### src/rtl/pwr_domain_seq.sv
// pwr_domain_seq: isolation/retention/switch/reset sequencer for one switchable power domain.
// Define PWR_SEQ_RETENTION_EN to include the SAVE and RESTORE retention phases.
module pwr_domain_seq #(
    parameter int ISO_DLY = 2,
    parameter int RET_CYC = 1,
    parameter int RST_CYC = 4,
    parameter int TIMEOUT = 64
) (
    input  logic clk,
    input  logic rst_n,
    input  logic pwr_off_req,
    input  logic pwr_good,
    output logic iso_en,
    output logic ret_save,
    output logic ret_restore,
    output logic pwr_sw_en,
    output logic dom_rst_n,
    output logic pwr_off_ack,
    output logic busy,
    output logic err
);
    localparam int M0 = ISO_DLY > RET_CYC ? ISO_DLY : RET_CYC;
    localparam int M1 = RST_CYC > TIMEOUT ? RST_CYC : TIMEOUT;
    localparam int CW = $clog2(M0 > M1 ? M0 : M1) + 1;
    localparam logic [CW-1:0] ISO_LD = CW'(ISO_DLY - 1);
    localparam logic [CW-1:0] RST_LD = CW'(RST_CYC - 1);
    localparam logic [CW-1:0] TO_LD  = CW'(TIMEOUT - 1);
`ifdef PWR_SEQ_RETENTION_EN
    localparam logic [CW-1:0] RET_LD = CW'(RET_CYC - 1);
`endif

    typedef enum logic [3:0] {
        ON, ISO, SAVE, SW_OFF, OFF, SW_ON, RST_HOLD, RESTORE, ISO_REL
    } state_t;

    state_t        state;
    logic [CW-1:0] cnt;

    always_ff @(posedge clk or negedge rst_n) begin
        if (!rst_n) begin
            state       <= ON;
            cnt         <= '0;
            iso_en      <= 1'b0;
            ret_save    <= 1'b0;
            ret_restore <= 1'b0;
            pwr_sw_en   <= 1'b1;
            dom_rst_n   <= 1'b1;
            pwr_off_ack <= 1'b0;
            busy        <= 1'b0;
            err         <= 1'b0;
        end else begin
            case (state)
                ON: if (pwr_off_req) begin
                    state  <= ISO;
                    cnt    <= ISO_LD;
                    iso_en <= 1'b1;
                    busy   <= 1'b1;
                end
                ISO: if (cnt != '0) cnt <= cnt - 1'b1;
                else begin
`ifdef PWR_SEQ_RETENTION_EN
                    state    <= SAVE;
                    cnt      <= RET_LD;
                    ret_save <= 1'b1;
`else
                    state     <= SW_OFF;
                    cnt       <= TO_LD;
                    pwr_sw_en <= 1'b0;
                    dom_rst_n <= 1'b0;
`endif
                end
`ifdef PWR_SEQ_RETENTION_EN
                SAVE: if (cnt != '0) cnt <= cnt - 1'b1;
                else begin
                    state     <= SW_OFF;
                    cnt       <= TO_LD;
                    ret_save  <= 1'b0;
                    pwr_sw_en <= 1'b0;
                    dom_rst_n <= 1'b0;
                end
`endif
                // Waits never give up; the timeout only raises the sticky flag.
                SW_OFF: if (!pwr_good) begin
                    state       <= OFF;
                    pwr_off_ack <= 1'b1;
                    busy        <= 1'b0;
                end else if (cnt != '0) cnt <= cnt - 1'b1;
                else err <= 1'b1;
                OFF: if (!pwr_off_req) begin
                    state     <= SW_ON;
                    cnt       <= TO_LD;
                    pwr_sw_en <= 1'b1;
                    busy      <= 1'b1;
                end
                SW_ON: if (pwr_good) begin
                    state <= RST_HOLD;
                    cnt   <= RST_LD;
                end else if (cnt != '0) cnt <= cnt - 1'b1;
                else err <= 1'b1;
                RST_HOLD: if (cnt != '0) cnt <= cnt - 1'b1;
                else begin
                    dom_rst_n <= 1'b1;
`ifdef PWR_SEQ_RETENTION_EN
                    state       <= RESTORE;
                    cnt         <= RET_LD;
                    ret_restore <= 1'b1;
`else
                    state <= ISO_REL;
`endif
                end
`ifdef PWR_SEQ_RETENTION_EN
                RESTORE: if (cnt != '0) cnt <= cnt - 1'b1;
                else begin
                    state       <= ISO_REL;
                    ret_restore <= 1'b0;
                end
`endif
                ISO_REL: begin
                    state       <= ON;
                    iso_en      <= 1'b0;
                    pwr_off_ack <= 1'b0;
                    busy        <= 1'b0;
                end
                default: state <= ON;
            endcase
        end
    end
endmodule

### config.mk
export PLATFORM = sky130hd
export DESIGN_NAME = pwr_domain_seq
export DESIGN_NICKNAME = d
export VERILOG_FILES = /design/src/rtl/pwr_domain_seq.sv
export SDC_FILE = /design/constraint.sdc
export NUM_CORES = 1
export LEC_CHECK = 0
export CAP_MARGIN = 10
export CORE_MARGIN = 2
export CORE_UTILIZATION = 60
export DETAILED_ROUTE_END_ITERATION = 10
export HOLD_SLACK_MARGIN = 0.05
export PLACE_DENSITY = 0.83
export SETUP_SLACK_MARGIN = 0.4
export SLEW_MARGIN = 10
export SYNTH_ARGS = -nofsm -noshare
export SYNTH_HDL_FRONTEND = slang
export SYNTH_SLANG_ARGS = --single-unit
### constraint.sdc
create_clock -name clk -period 4.1 [get_ports clk]
set_input_delay 0.82 -clock clk [delete_from_list [all_inputs] [get_ports clk]]
set_output_delay 0.82 -clock clk [all_outputs]
set_load 0.01 [all_outputs]
[Yosys cells after proc, flatten, opt, wreduce, memory -nomap -nowiden]
Cells that the tools add are included.
Word-level totals
  bits in registers: 17
  input bits: 4
  logic and storage cells: 69
  output and inout port bits: 8
Operators by class
  $add $sub $neg: 1
  equal/unequal tests: 14
  muxes and demuxes: 29
  reduce and logical (&&, ||, !) cells: 17
Operators by type and width (number)
  2-to-1 mux 7 bit: 6
  case mux 7 bit (6 select lines): 1
  2-to-1 mux 4 bit: 6
  case mux 4 bit (6 select lines): 1
  != test 2 bit, second input constant: 8
  == test 4 x 3 -> 1 bit, second input constant: 3
  case mux 1 bit (2 select lines): 5
  nonzero test 2 bit: 5
  2-to-1 mux 1 bit: 9
  AND reduction 3 bit: 3
  AND reduction 4 bit: 2
  nonzero test 7 bit: 1
  subtractor 7 x 1 -> 7 bit, second input constant: 1
  AND reduction 6 bit: 1
  nonzero test 6 bit: 1
  == test 4 x 1 -> 1 bit, second input constant: 1
  == test 4 x 2 -> 1 bit, second input constant: 1
  == test 4 bit, second input constant: 1
  zero test 4 bit: 1
  case mux 1 bit (4 select lines): 1
  AND reduction 2 bit: 2
  nonzero test 4 bit: 1

[Longest topological paths before layout]
Gate-level depths: netlist of the first run.
  word-level depth: 4
  gate-level depth with buffers: 10

[Worst setup path before layout of the first run]
OpenSTA, ideal clock, no wires.
  path type: reg-to-reg
  start point: reg cnt[0]
  end point: reg cnt[0]
  period minus slack after synthesis: 1994 ps
  slack: 2106 ps
  cell stages (with the launch flop): 11
  data arrival time: 1908 ps
  path buffers: 1
  setup time: 86 ps
  data required time: 4014 ps
  cell sequence: dfrtp_1 > inv_1 > ha_1 > nor2b_1 > nand2_2 > buf_2 > ha_1 > nor3_1 > a21oi_1 > or3_1 > a32oi_1
On the way
  longest elaborated chain between the ends: 4
  elaborated cells between the ends (all ways): 7
  classes of those cells: add/sub (1); mux (5); reduce/logical (1)
RTL lines
  start: declaration: line 37  | logic [CW-1:0] cnt;
  start signal: assignment: line 59  | ISO: if (cnt != '0) cnt <= cnt - 1'b1;
  start signal: assignment: line 87  | end else if (cnt != '0) cnt <= cnt - 1'b1;
  start signal: assignment: line 98  | end else if (cnt != '0) cnt <= cnt - 1'b1;
  subtractor 7 x 1 -> 7 bit or nonzero test 7 bit (tied branches)
  2-to-1 mux 7 bit: line 87, 98, 100
  2-to-1 mux 7 bit (on tied branches): line 95, 83
  case mux 7 bit (6 select lines) *: line 52  | case (state)
Every way passes the cells marked *; elsewhere a longest branch is shown, timed or not. The select of a mux whose other input is x is not followed.
A chain may end at the register's enable or synchronous reset.

[Worst setup path after layout of the first run]
Same ends and word-level chain as after synthesis.

==> results of run 1 <==
[area by class of cell]
cell class,instances,area (um^2)
Tap cell,27,33.8
Inverter,6,22.5
Fill cell,173,624
Timing Repair Buffer,9,90.1
Sequential cell,17,428
Clock buffer,4,26.3
Multi-Input combinational cell,113,717
[metrics by stage]
step | hold WS (ns) | instance area, um^2 | power (mW) | setup WS [ns] | std cells
finish | 0.492 | 1320 | 1.09 | 1.83 | 176
global route | 0.515 | 1320 | 1.18 | 1.66 | 176
CTS | 0.492 | 1320 | 1.08 | 1.83 | 176
detailed placement | 0.464 | 1290 | 0.983 | 1.59 | 172
global placement | 0.456 | 1290 | 0.960 | 1.68 | 172
floorplan | 0.501 | 1230 | 0.844 | 2.11 | 149
[power by group through the flow]
stage,Combinational [mW],Sequential (mW),Clock [mW]
6_report,0.614,0.381,0.0954
3_3_place_gp,0.586,0.373,0
2_1_floorplan,0.557,0.287,0
5_1_grt,0.686,0.396,0.102
3_5_place_dp,0.606,0.378,0
4_1_cts,0.607,0.375,0.0950
[placed cells by master (no fill, tap or decap), types with 3 or more instances in the layout]
master	synthesis	layout
a31oi_1	3	3
clkbuf_4	0	3
o311ai_0	5	5
dfrtp_1	15	15
nand3_1	3	3
nand2b_1	4	4
nor2b_1	3	3
clkdlybuf4s50_1	0	9
a21oi_1	13	13
nor2_1	13	13
nand2_1	15	15
ha_1	3	3
o21ai_0	5	5
inv_1	5	5
nor3_1	7	7
o211ai_1	4	4
[kinds of logic after synthesis]
group | after synthesis | share of synthesized area [%]
AND/OR/NAND/NOR | 54 | 22.6
AO/OA/AOI/OAI | 52 | 30.7
buffers and inverters | 19 | 7.13
flip-flops | 17 | 34.8
adder cells (fa/ha/maj) | 3 | 3.06
XOR/XNOR | 2 | 1.43
other | 1 | 0.305
[flip-flops by register name, indices dropped and copies added (netlist names)]
register	flops
cnt	7
pwr_off_ack	1
state	4
err	1
busy	1
pwr_sw_en	1
iso_en	1
dom_rst_n	1
[layer usage]
| metal | vias up | wire, um | track usage (%) |
|---|---|---|---|
| li1 | 554 | - | - |
| met1 | 563 | 1320 | 34.6 |
| met2 | 52 | 1350 | 41.4 |
| met3 | 4 | 167 | 5.52 |
| met4 | 0 | 27 | 9.05 |
| met5 | - | 0 | 0 |
[final timing paths]
kind / slack [ns] / to / cells past startpoint
worst max-delay path: 1.83 / cnt[0]$_DFFE_PN0P_ / 9
max in group asynchronous: 2.66 / pwr_off_ack$_DFFE_PN0P_ / 1
worst min register to register: 0.49 / err$_DFFE_PN0P_ / 1
worst min-delay path: 0.49 / err$_DFFE_PN0P_ / 1
min in group asynchronous: 0.96 / cnt[2]$_DFFE_PN0P_ / 1
worst max register to register: 1.83 / cnt[0]$_DFFE_PN0P_ / 9
[worst register-to-register path: stages (launching register included)]
cell	delay, ns
dfrtp_1	0.42
inv_1	0.14
ha_1	0.18
nor2b_1	0.24
nand2_2	0.22
ha_1	0.25
nor3_1	0.13
a21oi_1	0.06
or3_1	0.33
a32oi_1	0.21
==> flow_summary.ini, run 1 <==
[critical_path]
crit_fanout = 13
cp_cell_sequence = inv_1 -> ha_1 -> nor2b_1 -> nand2_2 -> ha_1 -> nor3_1 -> a21oi_1 -> or3_1 -> a32oi_1
crit_arrival_ns = 2.50
crit_slowest_cell = dfrtp_1
crit_start = cnt[0]$_DFFE_PN0P_
crit_type = reg2reg
worstSetupEndpointType = flop
critPathMaxStageDelay_ns = 0.42
cp-start-kind = flop
cpMostUsedCell = ha_1
path_delay_family = simple AND/OR/NAND/NOR gates
critPathBufInv = 1
required_ns = 4.32
r2r_start = cnt[0]$_DFFE_PN0P_

[cts]
numCtsBuffers = 3
cts_resized = 0
holdBufCountCts = 0
cts_root_buffer = clkbuf_4
clk_pin_slew_worst_paths_ns = 0.11
cts_setup_buffers = 0
clockBufferDepth = 2
cts_tree = built
cts_sinks = 17
clk_latency_ns = 0.30
htreeDepth = 1

[floorplan]
dieArea_um2 = 2430
die_h_um = 49.3
dieWidth_um = 49.3
core_um2 = 1940
start_util_pct = 63.3
rows = 16
io_pins = 12

[pwr]
internal-power_uw = 553
power.switching_uw = 538
pwr-share-comb_pct = 56.3
seqPwrFrac_pct = 34.9
leakagePower_nw = 0.519
swShare_pct = 49.3
power_frac_clock_pct = 8.7
p_per_area_nw_per_um2 = 828
irDropWorstVdd_uv = 410

[global_routing]
grt-ovfl-total = 0
antenna_found_initial = 0
grt_max_degree = 28
grt_pass1_vias = 1115
grt_pass1_wl_mm = 4.94
grt_usage_pct = 25.9

[sta]
rsz0062_at_grt = false
finalCriticalPeriod_ns = 2.27
worst_pin_slew_ns = 0.843
timing.final.crit_share_pct = 55.5
slew_headroom_pct = 43.8
slew_violations = 0
hold_violations = 0
clock.fmax_ghz = 0.440
fin_tns_setup_ns = 0
final.setup_skew_ns = 0.00846
setup_violations = 0

[yosys]
synthCells = 148
synth_seq_area_share_pct = 34.8
syn_avg_cell_area_um2 = 8.30
yosys.cell_types.count = 46
synth_common_cells = 15 x dfrtp_1, 15 x nand2_1, 13 x a21oi_1, 13 x nor2_1
synth_area_leaders = dfrtp_1 31%, a21oi_1 5.3%, nand2_1 4.6%
synth_area_leader_cell = dfrtp_1
synth_edf_count = 0
synth_flop_cell = dfrtp_1
ys_ff_latch = 17
yosysWarnings = 2
async_reset_ff_share_pct = 100
syn_area_um2 = 1230
synth_top_area_share_pct = 30.5

[route]
wire_per_inst_um = 16.3
first_pass_iters = 4
via_count = 1173
detail-route-antenna-nets = 0
post-route-drc-count = 0
initialDrtViolationCount = 31
wirelength_mm = 2.86
drt-vias-per-instance = 6.66

[finish]
diodes = 0
nets = 157
layout-drive-gt1-share_pct = 9.40
utilization_pct = 67.8
area_growth_pct = 7.23

[hold_path]
min_from = err$_DFFE_PN0P_
min_path_type = reg2reg

[placed_design]
place.gp.congestion = 0.888
port_buffers = 9
hpwlAfterDp_mm = 1.93

[outcome]
status = completed

[job]
cap_violations = 0
Note: power is estimated with default switching activity, not from simulation.
==> run 2: changes to the inputs <==
- CORE_UTILIZATION: 60 -> 56
- PLACE_DENSITY: 0.83 -> 0.78
- clock period: 4.1 -> 2.25 ns (I/O delays scaled with it)
==> run 2 against run 1 <==
Net effect:
- final cell count increased by 9.7%
- worst setup slack got worse by 1.4 ns
- critical path depth did not move
- largest cell class unchanged
- largest power group unchanged
==> flow_summary.ini, run 2 (synthesis gave the netlist of run 1 again) <==
[sta]
final.setup_skew_ns = 0.00337
setup_violations = 0
setup_ws_ns = 0.380
clock.fmax_ghz = 0.535
fin_hold_ws_ns = 0.483
hold_violations = 0
slew_violations = 0
finalCriticalPeriod_ns = 1.87
timing.final.crit_share_pct = 83.1
fin_tns_setup_ns = 0
rsz0062_at_grt = true

[outcome]
status = completed

[finish]
final_cell_mix = 17 x buf_4, 15 x nand2_1, 13 x a21oi_1, 13 x nor2_1, 11 x dfrtp_1
utilization_pct = 73.0
layout-drive-gt1-share_pct = 24.1
area_growth_pct = 20.1
largest_reg_flops = 7
top_regs = cnt x7, state x4
fin_area_um2 = 1480
fill_cells = 150
top_register = cnt
stdcell_count = 193
diodes = 0
nets = 174
layout_commonest_cell = buf_4

[pwr]
pwr-share-comb_pct = 65.1
internal-power_mw = 1.19
power.switching_mw = 1.04
power_mw = 2.23
power_frac_clock_pct = 7.3
irDropWorstVdd_uv = 845
swShare_pct = 46.7
seqPwrFrac_pct = 27.5
leakagePower_nw = 0.620
p_per_area_nw_per_um2 = 1510

[cts]
cts_root_buffer = clkbuf_4
clockBufferDepth = 2
clk_latency_ns = 0.28
clk_pin_slew_worst_paths_ns = 0.10
numCtsBuffers = 3
cts_tree = built
htreeDepth = 1
cts_sinks = 17

[critical_path]
crit_fanout = 3
crit_start = cnt[1]$_DFFE_PN0P_
cp-start-kind = flop
worstSetupEndpointType = flop
crit_type = reg2reg
r2r_start = cnt[1]$_DFFE_PN0P_
crit_arrival_ns = 2.07
required_ns = 2.45

[global_routing]
grt_usage_pct = 28.1
antenna_found_initial = 0
grt_max_degree = 19
grt_pass1_vias = 1178
grt_pass1_wl_mm = 5.55
grt-ovfl-total = 0

[route]
post-route-drc-count = 0
wire_per_inst_um = 16.1
via_count = 1257
drt-vias-per-instance = 6.51
wirelength_mm = 3.11
initialDrtViolationCount = 53
detail-route-antenna-nets = 0
first_pass_iters = 5

[placed_design]
place_inst = 181
port_buffers = 9
place.gp.congestion = 0.898
hpwlAfterDp_mm = 2.13
placed_area_um2 = 1370
pre_cts_slack_ns = 0.199

[floorplan]
dieWidth_um = 50.8
core_um2 = 2020
start_util_pct = 60.8
dieArea_um2 = 2580
die_h_um = 50.8
io_pins = 12
rows = 16

[job]
cap_violations = 0

[hold_path]
min_path_type = in2async
run 2: metal layers:
metal  part of all wire (%)  track usage [%]
met5                      0                0
met2                     47             44.1
met4                    1.1             7.21
met1                     45             41.1
met3                    7.0             3.51
run 2: worst max-delay path, stage by stage, from the launching register on:
cell and delay, ns:
dfrtp_1 0.40, inv_1 0.10, ha_2 0.18, nor2b_4 0.15, nand2_2 0.06, ha_1 0.20
nor3_2 0.10, a21oi_1 0.05, or3_1 0.32, a32oi_1 0.22
run 2: final cells by class:
class / count / area, um^2 / area share [%]
inverters: 6 / 22.5 / 1.53
clock buffers: 4 / 26.3 / 1.78
repair buffers: 26 / 223 / 15.1
multi-input cells: 113 / 737 / 50.0
well taps: 27 / 33.8 / 2.29
flip-flops and latches: 17 / 433 / 29.3
run 2: repair_timing:
item,in CTS,in global routing
setup endpoints to repair,3,8
resized for setup,3,7
hold buffers,0,0
pin swaps,2,1
gates cloned,0,0
buffers inserted,7,1
run 2: path summary, 6_finish.rpt:
check                                             end  slack, ns  depth (start not counted)
worst min-delay path               cnt[6]$_DFFE_PN0P_       0.48                          2
worst min register to register        err$_DFFE_PN0P_       0.49                          1
worst max register to register     cnt[0]$_DFFE_PN0P_       0.38                          9
max in group asynchronous       pwr_sw_en$_DFFE_PN1P_       1.51                          2
worst max-delay path               cnt[0]$_DFFE_PN0P_       0.38                          9
min in group clk                      err$_DFFE_PN0P_       0.49                          1
run 2: power by group through the flow:
stage               Combinational (mW)  Clock, mW  Sequential [mW]
finish                            1.45      0.164            0.614
global route                      1.62      0.180            0.633
detailed placement                1.29          0            0.627
floorplan                         1.03          0            0.524
CTS                               1.40      0.167            0.603
global placement                  1.26          0            0.621
